==> src/rtl/axis_reduce_endpoint_if.sv <==
// Flit input and response output bundle for axis_reduce_endpoint.
// The endpoint connects through the slave modport; the traffic source and response consumer use master.
interface axis_reduce_endpoint_if #(
  parameter int DATA_WIDTH = 64,
  parameter int TID_WIDTH  = 2,
  parameter int ACC_WIDTH  = 64,
  parameter int CNT_WIDTH  = 16
);
  logic                  axis_in_tvalid;
  logic                  axis_in_tready;
  logic [DATA_WIDTH-1:0] axis_in_tdata;
  logic                  axis_in_tlast;
  logic [TID_WIDTH-1:0]  axis_in_tid;
  logic                  resp_valid;
  logic                  resp_ready;
  logic [ACC_WIDTH-1:0]  resp_data;
  logic [TID_WIDTH-1:0]  resp_tid;
  logic [CNT_WIDTH-1:0]  resp_count;
  logic                  resp_overflow;

  modport master (
    output axis_in_tvalid, axis_in_tdata, axis_in_tlast, axis_in_tid, resp_ready,
    input  axis_in_tready, resp_valid, resp_data, resp_tid, resp_count, resp_overflow
  );

  modport slave (
    input  axis_in_tvalid, axis_in_tdata, axis_in_tlast, axis_in_tid, resp_ready,
    output axis_in_tready, resp_valid, resp_data, resp_tid, resp_count, resp_overflow
  );
endinterface

==> src/rtl/axis_reduce_endpoint.sv <==
// Multi-stream AXI-Stream reduction endpoint: per-tid accumulators feeding an in-order response FIFO.
// Define AXIS_REDUCE_SAT_EN to make add saturate and report overflow; otherwise add wraps.
module axis_reduce_endpoint #(
  parameter int DATA_WIDTH      = 64,
  parameter int TID_WIDTH       = 2,
  parameter int ACC_WIDTH       = 64,
  parameter int CNT_WIDTH       = 16,
  parameter int RESP_FIFO_DEPTH = 4
) (
  input  logic                   clk,
  input  logic                   rst,
  input  logic [1:0]             op_sel,
  axis_reduce_endpoint_if.slave  bus
);
  localparam int NUM_STREAMS = 2 ** TID_WIDTH;
  localparam int PTR_W       = $clog2(RESP_FIFO_DEPTH);

`ifdef AXIS_REDUCE_SAT_EN
  localparam bit SAT_EN = 1'b1;
`else
  localparam bit SAT_EN = 1'b0;
`endif

  typedef enum logic {IDLE, ACCUM} stream_state_t;
  typedef enum logic [1:0] {OP_ADD, OP_MAX, OP_MIN, OP_XOR} op_t;

  stream_state_t        state_q [NUM_STREAMS];
  stream_state_t        state_d [NUM_STREAMS];
  logic [ACC_WIDTH-1:0] acc_q   [NUM_STREAMS];
  logic [ACC_WIDTH-1:0] acc_d   [NUM_STREAMS];
  logic [CNT_WIDTH-1:0] cnt_q   [NUM_STREAMS];
  logic [CNT_WIDTH-1:0] cnt_d   [NUM_STREAMS];
  op_t                  op_q    [NUM_STREAMS];
  op_t                  op_d    [NUM_STREAMS];
  logic                 ovf_q   [NUM_STREAMS];
  logic                 ovf_d   [NUM_STREAMS];

  logic [ACC_WIDTH-1:0] operand, acc_cur, acc_new;
  logic [ACC_WIDTH:0]   sum;
  logic [CNT_WIDTH-1:0] cnt_cur, cnt_new;
  op_t                  op_cur;
  logic                 ovf_new;
  logic                 beat_fire, push, pop;

  logic [ACC_WIDTH-1:0] mem_data [RESP_FIFO_DEPTH];
  logic [TID_WIDTH-1:0] mem_tid  [RESP_FIFO_DEPTH];
  logic [CNT_WIDTH-1:0] mem_cnt  [RESP_FIFO_DEPTH];
  logic                 mem_ovf  [RESP_FIFO_DEPTH];
  logic [PTR_W-1:0]     wr_ptr, rd_ptr;
  logic [PTR_W:0]       fifo_count;

  // tready depends only on the registered count, so a same-cycle pop never opens a slot
  assign bus.axis_in_tready = !rst && (fifo_count < (PTR_W+1)'(RESP_FIFO_DEPTH));
  assign beat_fire          = bus.axis_in_tvalid && bus.axis_in_tready;
  assign push               = beat_fire && bus.axis_in_tlast;
  assign pop                = bus.resp_valid && bus.resp_ready;

  always_comb begin
    operand = ACC_WIDTH'(bus.axis_in_tdata);
    acc_cur = acc_q[bus.axis_in_tid];
    cnt_cur = cnt_q[bus.axis_in_tid];
    sum     = {1'b0, acc_cur} + {1'b0, operand};
    acc_new = operand;
    cnt_new = CNT_WIDTH'(1);
    op_cur  = op_t'(op_sel);
    ovf_new = 1'b0;
    if (state_q[bus.axis_in_tid] == ACCUM) begin
      op_cur  = op_q[bus.axis_in_tid];
      ovf_new = ovf_q[bus.axis_in_tid];
      cnt_new = (&cnt_cur) ? cnt_cur : cnt_cur + CNT_WIDTH'(1);
      case (op_cur)
        OP_ADD: begin
          if (SAT_EN && sum[ACC_WIDTH]) begin
            acc_new = '1;
            ovf_new = 1'b1;
          end else begin
            acc_new = sum[ACC_WIDTH-1:0];
          end
        end
        OP_MAX:  acc_new = (operand > acc_cur) ? operand : acc_cur;
        OP_MIN:  acc_new = (operand < acc_cur) ? operand : acc_cur;
        default: acc_new = acc_cur ^ operand;
      endcase
    end

    state_d = state_q;
    acc_d   = acc_q;
    cnt_d   = cnt_q;
    op_d    = op_q;
    ovf_d   = ovf_q;
    if (beat_fire) begin
      state_d[bus.axis_in_tid] = bus.axis_in_tlast ? IDLE : ACCUM;
      acc_d[bus.axis_in_tid]   = acc_new;
      cnt_d[bus.axis_in_tid]   = cnt_new;
      op_d[bus.axis_in_tid]    = op_cur;
      ovf_d[bus.axis_in_tid]   = ovf_new;
    end
  end

  always_ff @(posedge clk) begin
    if (rst) begin
      for (int i = 0; i < NUM_STREAMS; i++) begin
        state_q[i] <= IDLE;
        acc_q[i]   <= '0;
        cnt_q[i]   <= '0;
        op_q[i]    <= OP_ADD;
        ovf_q[i]   <= 1'b0;
      end
    end else begin
      state_q <= state_d;
      acc_q   <= acc_d;
      cnt_q   <= cnt_d;
      op_q    <= op_d;
      ovf_q   <= ovf_d;
    end
  end

  always_ff @(posedge clk) begin
    if (rst) begin
      wr_ptr     <= '0;
      rd_ptr     <= '0;
      fifo_count <= '0;
    end else begin
      if (push) wr_ptr <= wr_ptr + PTR_W'(1);
      if (pop)  rd_ptr <= rd_ptr + PTR_W'(1);
      case ({push, pop})
        2'b10:   fifo_count <= fifo_count + (PTR_W+1)'(1);
        2'b01:   fifo_count <= fifo_count - (PTR_W+1)'(1);
        default: fifo_count <= fifo_count;
      endcase
    end
  end

  always_ff @(posedge clk) begin
    if (push) begin
      mem_data[wr_ptr] <= acc_new;
      mem_tid[wr_ptr]  <= bus.axis_in_tid;
      mem_cnt[wr_ptr]  <= cnt_new;
      mem_ovf[wr_ptr]  <= ovf_new;
    end
  end

  // Outputs are forced to zero while empty so the post-reset values are defined
  assign bus.resp_valid    = (fifo_count != '0);
  assign bus.resp_data     = bus.resp_valid ? mem_data[rd_ptr] : '0;
  assign bus.resp_tid      = bus.resp_valid ? mem_tid[rd_ptr]  : '0;
  assign bus.resp_count    = bus.resp_valid ? mem_cnt[rd_ptr]  : '0;
  assign bus.resp_overflow = SAT_EN && bus.resp_valid && mem_ovf[rd_ptr];
endmodule

==> src/flat_wrapper.sv <==
// flat-port wrapper written by rule: the top's interface ports become plain ports
module axis_reduce_endpoint_flat 
#(
  parameter int DATA_WIDTH      = 64,
  parameter int TID_WIDTH       = 2,
  parameter int ACC_WIDTH       = 64,
  parameter int CNT_WIDTH       = 16,
  parameter int RESP_FIFO_DEPTH = 4
)
  (clk, rst, op_sel, bus_axis_in_tvalid, bus_axis_in_tdata, bus_axis_in_tlast, bus_axis_in_tid, bus_resp_ready, bus_axis_in_tready, bus_resp_valid, bus_resp_data, bus_resp_tid, bus_resp_count, bus_resp_overflow);
  axis_reduce_endpoint_if #(.DATA_WIDTH(DATA_WIDTH), .TID_WIDTH(TID_WIDTH), .ACC_WIDTH(ACC_WIDTH), .CNT_WIDTH(CNT_WIDTH)) bus_i ();
  input  logic clk;
  input  logic rst;
  input  logic [1:0] op_sel;
  input wire logic [$bits(bus_i.axis_in_tvalid)-1:0] bus_axis_in_tvalid;
  input wire logic [$bits(bus_i.axis_in_tdata)-1:0] bus_axis_in_tdata;
  input wire logic [$bits(bus_i.axis_in_tlast)-1:0] bus_axis_in_tlast;
  input wire logic [$bits(bus_i.axis_in_tid)-1:0] bus_axis_in_tid;
  input wire logic [$bits(bus_i.resp_ready)-1:0] bus_resp_ready;
  output wire logic [$bits(bus_i.axis_in_tready)-1:0] bus_axis_in_tready;
  output wire logic [$bits(bus_i.resp_valid)-1:0] bus_resp_valid;
  output wire logic [$bits(bus_i.resp_data)-1:0] bus_resp_data;
  output wire logic [$bits(bus_i.resp_tid)-1:0] bus_resp_tid;
  output wire logic [$bits(bus_i.resp_count)-1:0] bus_resp_count;
  output wire logic [$bits(bus_i.resp_overflow)-1:0] bus_resp_overflow;
  assign bus_i.axis_in_tvalid = bus_axis_in_tvalid;
  assign bus_i.axis_in_tdata = bus_axis_in_tdata;
  assign bus_i.axis_in_tlast = bus_axis_in_tlast;
  assign bus_i.axis_in_tid = bus_axis_in_tid;
  assign bus_i.resp_ready = bus_resp_ready;
  assign bus_axis_in_tready = bus_i.axis_in_tready;
  assign bus_resp_valid = bus_i.resp_valid;
  assign bus_resp_data = bus_i.resp_data;
  assign bus_resp_tid = bus_i.resp_tid;
  assign bus_resp_count = bus_i.resp_count;
  assign bus_resp_overflow = bus_i.resp_overflow;
  axis_reduce_endpoint #(.DATA_WIDTH(DATA_WIDTH), .TID_WIDTH(TID_WIDTH), .ACC_WIDTH(ACC_WIDTH), .CNT_WIDTH(CNT_WIDTH), .RESP_FIFO_DEPTH(RESP_FIFO_DEPTH)) u_core (.clk(clk), .rst(rst), .op_sel(op_sel), .bus(bus_i));
endmodule
==> config.mk <==
export PLATFORM = sky130hd
export DESIGN_NAME = axis_reduce_endpoint_flat
export DESIGN_NICKNAME = d
export VERILOG_FILES = /design/src/rtl/axis_reduce_endpoint_if.sv /design/src/rtl/axis_reduce_endpoint.sv /design/src/flat_wrapper.sv
export SDC_FILE = /design/constraint.sdc
export NUM_CORES = 1
export LEC_CHECK = 0
export BUFFER_PORTS_ARGS = -buffer_cell sky130_fd_sc_hd__buf_2
export CAP_MARGIN = 40
export CORE_MARGIN = 2
export CORE_UTILIZATION = 55
export CTS_CLUSTER_DIAMETER = 120
export DETAILED_ROUTE_END_ITERATION = 10
export PLACE_DENSITY = 0.72
export SYNTH_ARGS = -nofsm -noshare
export SYNTH_HDL_FRONTEND = slang
export SYNTH_SLANG_ARGS = --single-unit
==> constraint.sdc <==
create_clock -name clk -period 10.7 [get_ports clk]
set_input_delay 0 -clock clk [delete_from_list [all_inputs] [get_ports clk]]
set_output_delay 0 -clock clk [all_outputs]
set_load 0.02 [all_outputs]
# == Word level (Yosys, flattened, before mapping) ==
# Memory sizes are Yosys's and may differ from the RTL's. A register that Yosys moved wholly into a read port is not among the register bits.
# Cells that the tools add are included.
# op_classes
addsub,6
n_lt_le_gt_ge,5
eq_ne,4
n_mux,44
n_bitwise,2
n_reduce_logical,10
# op_table
operator,count
$mux 64,7
$bwmux 256,1
$pmux 64 s3,1
$bmux 64 s2,1
$demux 64 s2,1
$mux 16,6
$add 64x64->64,1
$bwmux 64,1
$gt 64x64->1,1
$lt 64x64->1,1
$xor 64x64->64,1
$bmux 16 s2,1
$demux 16 s2,1
$mux 2,11
$add 16x1->16 const B,1
$reduce_and 16->1,1
$bwmux 8,1
$mux 1,6
$pmux 3 s2,1
$logic_and 1x1->1,5
$add 2x1->2 const B,2
$bmux 2 s2,1
$bwmux 4,1
$demux 2 s2,1
14 further kinds,16
# word_totals
register_bits,339
ram_bits,328
in_bits,73
output_inout_bits,85
word_cells,93
mem_count,3
# memory_table
memory,words,width,rd,rd_clocked_by_memory_dff,wr,line_no,rtl
u_core.mem_data,4,64,1,1,1,axis_reduce_endpoint.sv:45,logic [ACC_WIDTH-1:0] mem_data [RESP_FIFO_DEPTH];
u_core.mem_cnt,4,16,1,1,1,axis_reduce_endpoint.sv:47,logic [CNT_WIDTH-1:0] mem_cnt [RESP_FIFO_DEPTH];
u_core.mem_tid,4,2,1,1,1,axis_reduce_endpoint.sv:46,logic [TID_WIDTH-1:0] mem_tid [RESP_FIFO_DEPTH];

# == Depth between registers and ports, before layout ==
# logic_depth
word_depth,9
depth_mapped,23
ltp_nobuf,15

# == Worst setup path after synthesis ==
# No wires, ideal clock.
# synth_path
kind,input port to flip-flop
from,in bus_axis_in_tid[1]
to,"mem u_core.mem_data[0][24], data pin"
setup_time_ps,272
arrival_ps,4442
t_required_ps,10428
path_slack_ps,5986
cell_stages,20
path_buffers,7
path_cell_list,buf_2 -> buf_2 -> buf_2 -> buf_2 -> clkbuf_1 -> mux4_2 -> inv_1 -> ha_1 -> buf_2 -> a21oi_1 -> a211oi_1 -> a211oi_1 -> nand3_1 -> and2_1 -> buf_4 -> o21ai_4 -> mux2_1 -> mux4_2 -> mux2i_2 -> inv_1
# synth_between
elab_chain_cells,8
word_cells_on_any_way,21
cone_classes,add/sub: 1; order compare: 2; eq/ne: 2; mux: 13; bitwise: 2; reduce/logical: 1
# synth_rtl
item,line_no,rtl
"start, declared",flat_wrapper.sv:18,input wire logic [$bits(bus_i.axis_in_tid)-1:0] bus_axis_in_tid;
$not 2->3 (not written as such) (*),"axis_reduce_endpoint.sv:60, axis_reduce_endpoint.sv:67, axis_reduce_endpoint.sv:68",
$bmux 64 s2,axis_reduce_endpoint.sv:60,acc_cur = acc_q[bus.axis_in_tid];
$mux 64 (not written as such) (2 in a row),axis_reduce_endpoint.sv:60,
$lt 64x64->1 or $gt 64x64->1 (tied branches),"axis_reduce_endpoint.sv:81, axis_reduce_endpoint.sv:80",
"$mux 64, on equally long branches","axis_reduce_endpoint.sv:81, axis_reduce_endpoint.sv:80",
$pmux 64 s3,axis_reduce_endpoint.sv:71,case (op_cur)
$mux 64 (*),axis_reduce_endpoint.sv:67,if (state_q[bus.axis_in_tid] == ACCUM) begin
net u_core.acc_new[24],axis_reduce_endpoint.sv:38,"logic [ACC_WIDTH-1:0] operand, acc_cur, acc_new;"
"end, declared",axis_reduce_endpoint.sv:45,
# The timed path passes the listed nets; every way through them passes the cells marked *. The select of a mux whose other input is x is not followed.

# == Worst setup path in the final report ==
# layout_path
from,in bus_axis_in_tid[1]
to,"mem u_core.mem_data[0][41], data pin"
# Same word-level chain as after synthesis.

==> metrics list <==
- Result of the run: complete, no violations
* Number of failing hold endpoints at the final stage: 0
- In this run the critical register-to-register path is captured at u_core.mem_data[1][22].
* Number of clock sinks: 669
* Maximum single-stage delay on the critical path: 0.65 ns
* Start-to-end type of the worst setup path: in2reg
- For this configuration, the core starts out at a cell density of 0.5546.
- Worst Reg2Reg Path Length in Cells: 14
- Final worst path period share: 0.6100
* Worst-case register-to-register setup slack: 4.93 ns
- Worst hold path stage count: 3
- The floorplan has 94 rows.
- From synthesis to final layout, the design area changed by 10.92%.
- Of the total power, registers draw 0.410.
* Power per standard cell area: 170.3 mW/mm²
* Maximum clock frequency: 0.1532 GHz
* Leak: 14.41 nW
- Clock latency on the worst-skew pair: 0.63 ns
- Summed over all failing endpoints, the final setup total negative slack is 0 ns.
* Beginning of the worst register-to-register path: u_core.acc_q[229]
- Master cell of the clock root buffer: sky130_fd_sc_hd__clkbuf_16
* Int Pwr: 4.721 mW
* Synth Area per Inst: 10.41 µm²
- The synthesized design contains 669 register bits.
- Dividing the detail-routed wire length by the instance count gives 25.98 µm.
- IR drop worst, VDD: 0.2143 mV
* Crit path launch: bus_axis_in_tid[1]
* Via count of the first global-routing pass: 28.05k
- Worst Min Path Start: bus_axis_in_tdata[31]
* CP most frequent cell: sky130_fd_sc_hd__buf_4
- For the worst setup path, the data arrival time is 6.85 ns.
- Buffers on Ports: 156
- STA classifies the critical path startpoint as an input port.
- Cell area after technology mapping: 0.03640 mm²
* Gate power share: 0.244
- Slowest library cell on the worst path: sky130_fd_sc_hd__buf_4
* Worst slew margin: 0.2422
- Number of nets with antenna violations after routing: 0
- The synthesized design spends more area on one cell type than any other, namely sky130_fd_sc_hd__edfxtp_1.
* Number of placed cells counting well taps: 4321
- Type of the most critical hold path: in2reg
- STA classifies the critical path endpoint as a register.
- Summed over all layers, the global routing overflow is 0.
- In this run the standard cell core region covers 0.06563 mm².
- Total number of nets in the final design: 3766
- During synthesis, Yosys emitted a total of 0 warnings.
- Net Sw Power: 2.153 mW
- Layout fillers: 5379
- Leading cell type in the layout, fill and taps excluded: sky130_fd_sc_hd__nor2_1
* Fraction of synthesis flops using an asynchronous set or reset pin: 0
* Final setup violation count: 0
- For this run, design rule violations remaining after detail routing come to 0.
* Count of H-tree levels built during CTS: 3
- In the post-synthesis netlist, the biggest area contributors are sky130_fd_sc_hd__edfxtp_1 (27%), sky130_fd_sc_hd__dfxtp_1 (19%), sky130_fd_sc_hd__mux4_2 (9.6%).
- Number of antenna violations at the first check in global routing: 2
- After the flow finishes, the layout carries non-filler instances totaling 4477.
- Actual slew at the worst max-slew pin: 1.137 ns
- The routed layout has 29.37k vias.
* Chain of cells forming the critical path: dlygate4sd3_1 > buf_4 > buf_4 > mux2_2 > o21ai_0 > ha_1 > nand4_1 > nor3_1 > nand4_2 > a31oi_2 > nor4_2 > buf_4 > a31oi_1 > a21boi_0 > nor2b_1 > nor4_4 > inv_1
- Biggest fanout along the worst timing path: 37
- First-pass GRT wire length: 173.3 mm
- Net count of the mapped netlist: 3704
- Number of enable flip-flop cells after synthesis: 328
- The die is 261.3 µm wide.
- For this run, the leading register cell type out of synthesis is sky130_fd_sc_hd__dfxtp_1.
- Synthesis handed over a netlist of 3496 instances.
- The netlist uses 102 different library cells.
* Synth top area share: 0.2706
- Relative contribution of the clock network to total power: 0.346
* Total global routing track utilization: 0.3367
- Buffers plus inverters on the worst setup path: 5
- Counting along the longest clock path gives a buffer depth of 3.
- Of the total power, the share spent switching nets is 0.3132.
* Final WL: 116.3 mm
- The number of max-slew violations in the final report was 0.
- Total iterations of the first detailed-routing run: 8
- Min Clock Period, post-route: 6.527 ns
- Post-synthesis sequential area ratio: 0.4581
- DRC marker count from the first detailed-route iteration: 3312
- The number of setup buffers added after CTS is 0.
* End point of the worst hold path: u_core.mem_data[3][31]
- The congestion estimate from routability-driven global placement came to 1.027.
- Clock buffers created by TritonCTS: 70
- Unrepaired setup endpoints after global routing: false
- After legalization and detailed placement, the total HPWL measured 79.55 mm.
- Clk pin slew, worst setup/hold paths: 0.06 ns
- Across the routed clock network, the largest skew measured is 0.02331 ns.
- Die Outline Area: 0.06825 mm²
- 158 I/O pins were placed.
* Delay-heaviest family, CP: buffers and inverters
- From bottom edge to top edge, the die measures 261.3 µm.
- Entering global routing, the biggest net connects 188 pins.
* Post-CTS Resized: 0
- At the worst endpoint, the required time is 11.03 ns.
* Proportion of layout cells with a drive suffix above 1: 0.1626
- Most used cells in the layout excluding fill and tap cells: sky130_fd_sc_hd__nor2_1 (400), sky130_fd_sc_hd__dfxtp_1 (339), sky130_fd_sc_hd__edfxtp_1 (328)
- TritonCTS clock tree: yes
* Max-Cap Viols: 0
* Avg Vias per Cell: 6.560
-- per-layer routing --
| metal | GRT usage | vias up | part of all wire |
|---|---|---|---|
| li1 | - | 13170 | - |
| met1 | 0.4149 | 14290 | 0.38 |
| met2 | 0.5522 | 1519 | 0.47 |
| met3 | 0.04975 | 398 | 0.074 |
| met4 | 0.2246 | 0 | 0.074 |
| met5 | 0 | - | 0 |
-- flip-flops by register name, summed over array words and instances, names as in the netlist, named ones only --
| signal | flops |
|---|---|
| u_core.mem_data | 256 |
| u_core.mem_tid | 8 |
| u_core.state_q | 4 |
| u_core.rd_ptr | 2 |
| u_core.op_q | 8 |
| u_core.mem_cnt | 64 |
| u_core.wr_ptr | 2 |
| u_core.fifo_count | 3 |
| u_core.cnt_q | 64 |
| u_core.acc_q | 256 |
-- power groups by stage --
stage | Sequential [mW] | Combinational, mW | Clock, mW
4_1_cts | 2.82 | 1.67 | 2.40
3_3_place_gp | 2.90 | 1.60 | 0
6_report | 2.82 | 1.68 | 2.38
5_1_grt | 2.83 | 1.80 | 2.51
2_1_floorplan | 2.85 | 1.12 | 0
3_5_place_dp | 2.87 | 1.66 | 0
-- synth_stat cells (25+ instances only) --
| master | count |
|---|---|
| sky130_fd_sc_hd__a21o_1 | 25 |
| sky130_fd_sc_hd__and2_1 | 96 |
| sky130_fd_sc_hd__a21oi_1 | 222 |
| sky130_fd_sc_hd__edfxtp_1 | 328 |
| sky130_fd_sc_hd__ha_1 | 133 |
| sky130_fd_sc_hd__a31oi_1 | 37 |
| sky130_fd_sc_hd__mux2i_1 | 35 |
| sky130_fd_sc_hd__clkbuf_1 | 149 |
| sky130_fd_sc_hd__o211ai_1 | 32 |
| sky130_fd_sc_hd__nand3b_1 | 78 |
| sky130_fd_sc_hd__a211oi_1 | 175 |
| sky130_fd_sc_hd__nand4_1 | 27 |
| sky130_fd_sc_hd__o21ai_0 | 176 |
| sky130_fd_sc_hd__nor3_1 | 72 |
| sky130_fd_sc_hd__xnor2_1 | 38 |
| sky130_fd_sc_hd__dfxtp_1 | 341 |
| sky130_fd_sc_hd__mux4_2 | 155 |
| sky130_fd_sc_hd__buf_1 | 25 |
| sky130_fd_sc_hd__buf_2 | 67 |
| sky130_fd_sc_hd__nand2_1 | 160 |
| sky130_fd_sc_hd__nor4_1 | 38 |
| sky130_fd_sc_hd__nand3_1 | 48 |
| sky130_fd_sc_hd__inv_1 | 192 |
| sky130_fd_sc_hd__a311oi_1 | 36 |
| sky130_fd_sc_hd__nor2_1 | 406 |
| sky130_fd_sc_hd__o31ai_1 | 43 |
-- stage by stage --
| stage | power, mW | utilization | worst slack (ns) | hold WS [ns] | cell area (µm²) |
|---|---|---|---|---|---|
| after floorplan | 3.970 | - | 5.986 | 0.09563 | 36400 |
| after global placement | 4.498 | 0.5732 | 4.429 | 0.3719 | 37610 |
| after detailed placement | 4.533 | 0.5769 | 4.272 | 0.3874 | 37860 |
| after CTS | 6.898 | 0.6151 | 4.328 | 0.002016 | 40370 |
| after global routing | 7.128 | 0.6152 | 3.921 | 0.02312 | 40370 |
| final | 6.875 | 0.6152 | 4.173 | 0.03018 | 40380 |
-- layout make-up --
cell class                      instances  area, µm²  share of cell area
Clock buffer                           88       1861             0.04608
Multi-Input combinational cell       2367      17890              0.4432
Antenna cell                            2      5.005           0.0001240
Clock inverter                         37      360.3            0.008925
Sequential cell                       669      16680              0.4132
Inverter                              195      732.0             0.01813
Tap cell                              864       1081             0.02677
Timing Repair Buffer                  255       1759             0.04357
-- kinds of logic (layout without fill, tap and decap cells) --
kind of cell,after synthesis,count (layout),synth area share
compound gates,950,950,0.1801
xor+xnor,52,52,0.01251
fa+ha+maj,135,135,0.04682
buf+inv,460,575,0.05307
flops,669,669,0.4581
mux,206,206,0.1105
other cells,1,3,0.0001030
simple gates,1023,1023,0.1387
-- worst min-delay path: stages --
cell and delay [ns]:
sky130_fd_sc_hd__buf_2 0.16, sky130_fd_sc_hd__nor2_1 0.14, sky130_fd_sc_hd__a221oi_2 0.13
-- timing repair --
item,4_1_cts,5_1_grt
hold endpoints to repair,196,0
setup endpoints to repair,0,0
hold buffers,29,0
-- worst max path at each step --
stage,endpoint,slack (ns),depth (start not counted)
floorplan,u_core.mem_data[0][24],5.99,20
global placement,u_core.mem_data[1][41],4.43,16
detailed placement,u_core.mem_data[3][41],4.27,16
CTS,u_core.mem_data[0][41],4.33,17
global route,u_core.mem_data[2][41],3.92,17
finish,u_core.mem_data[0][41],4.17,17
(Power assumes the default switching activity.)
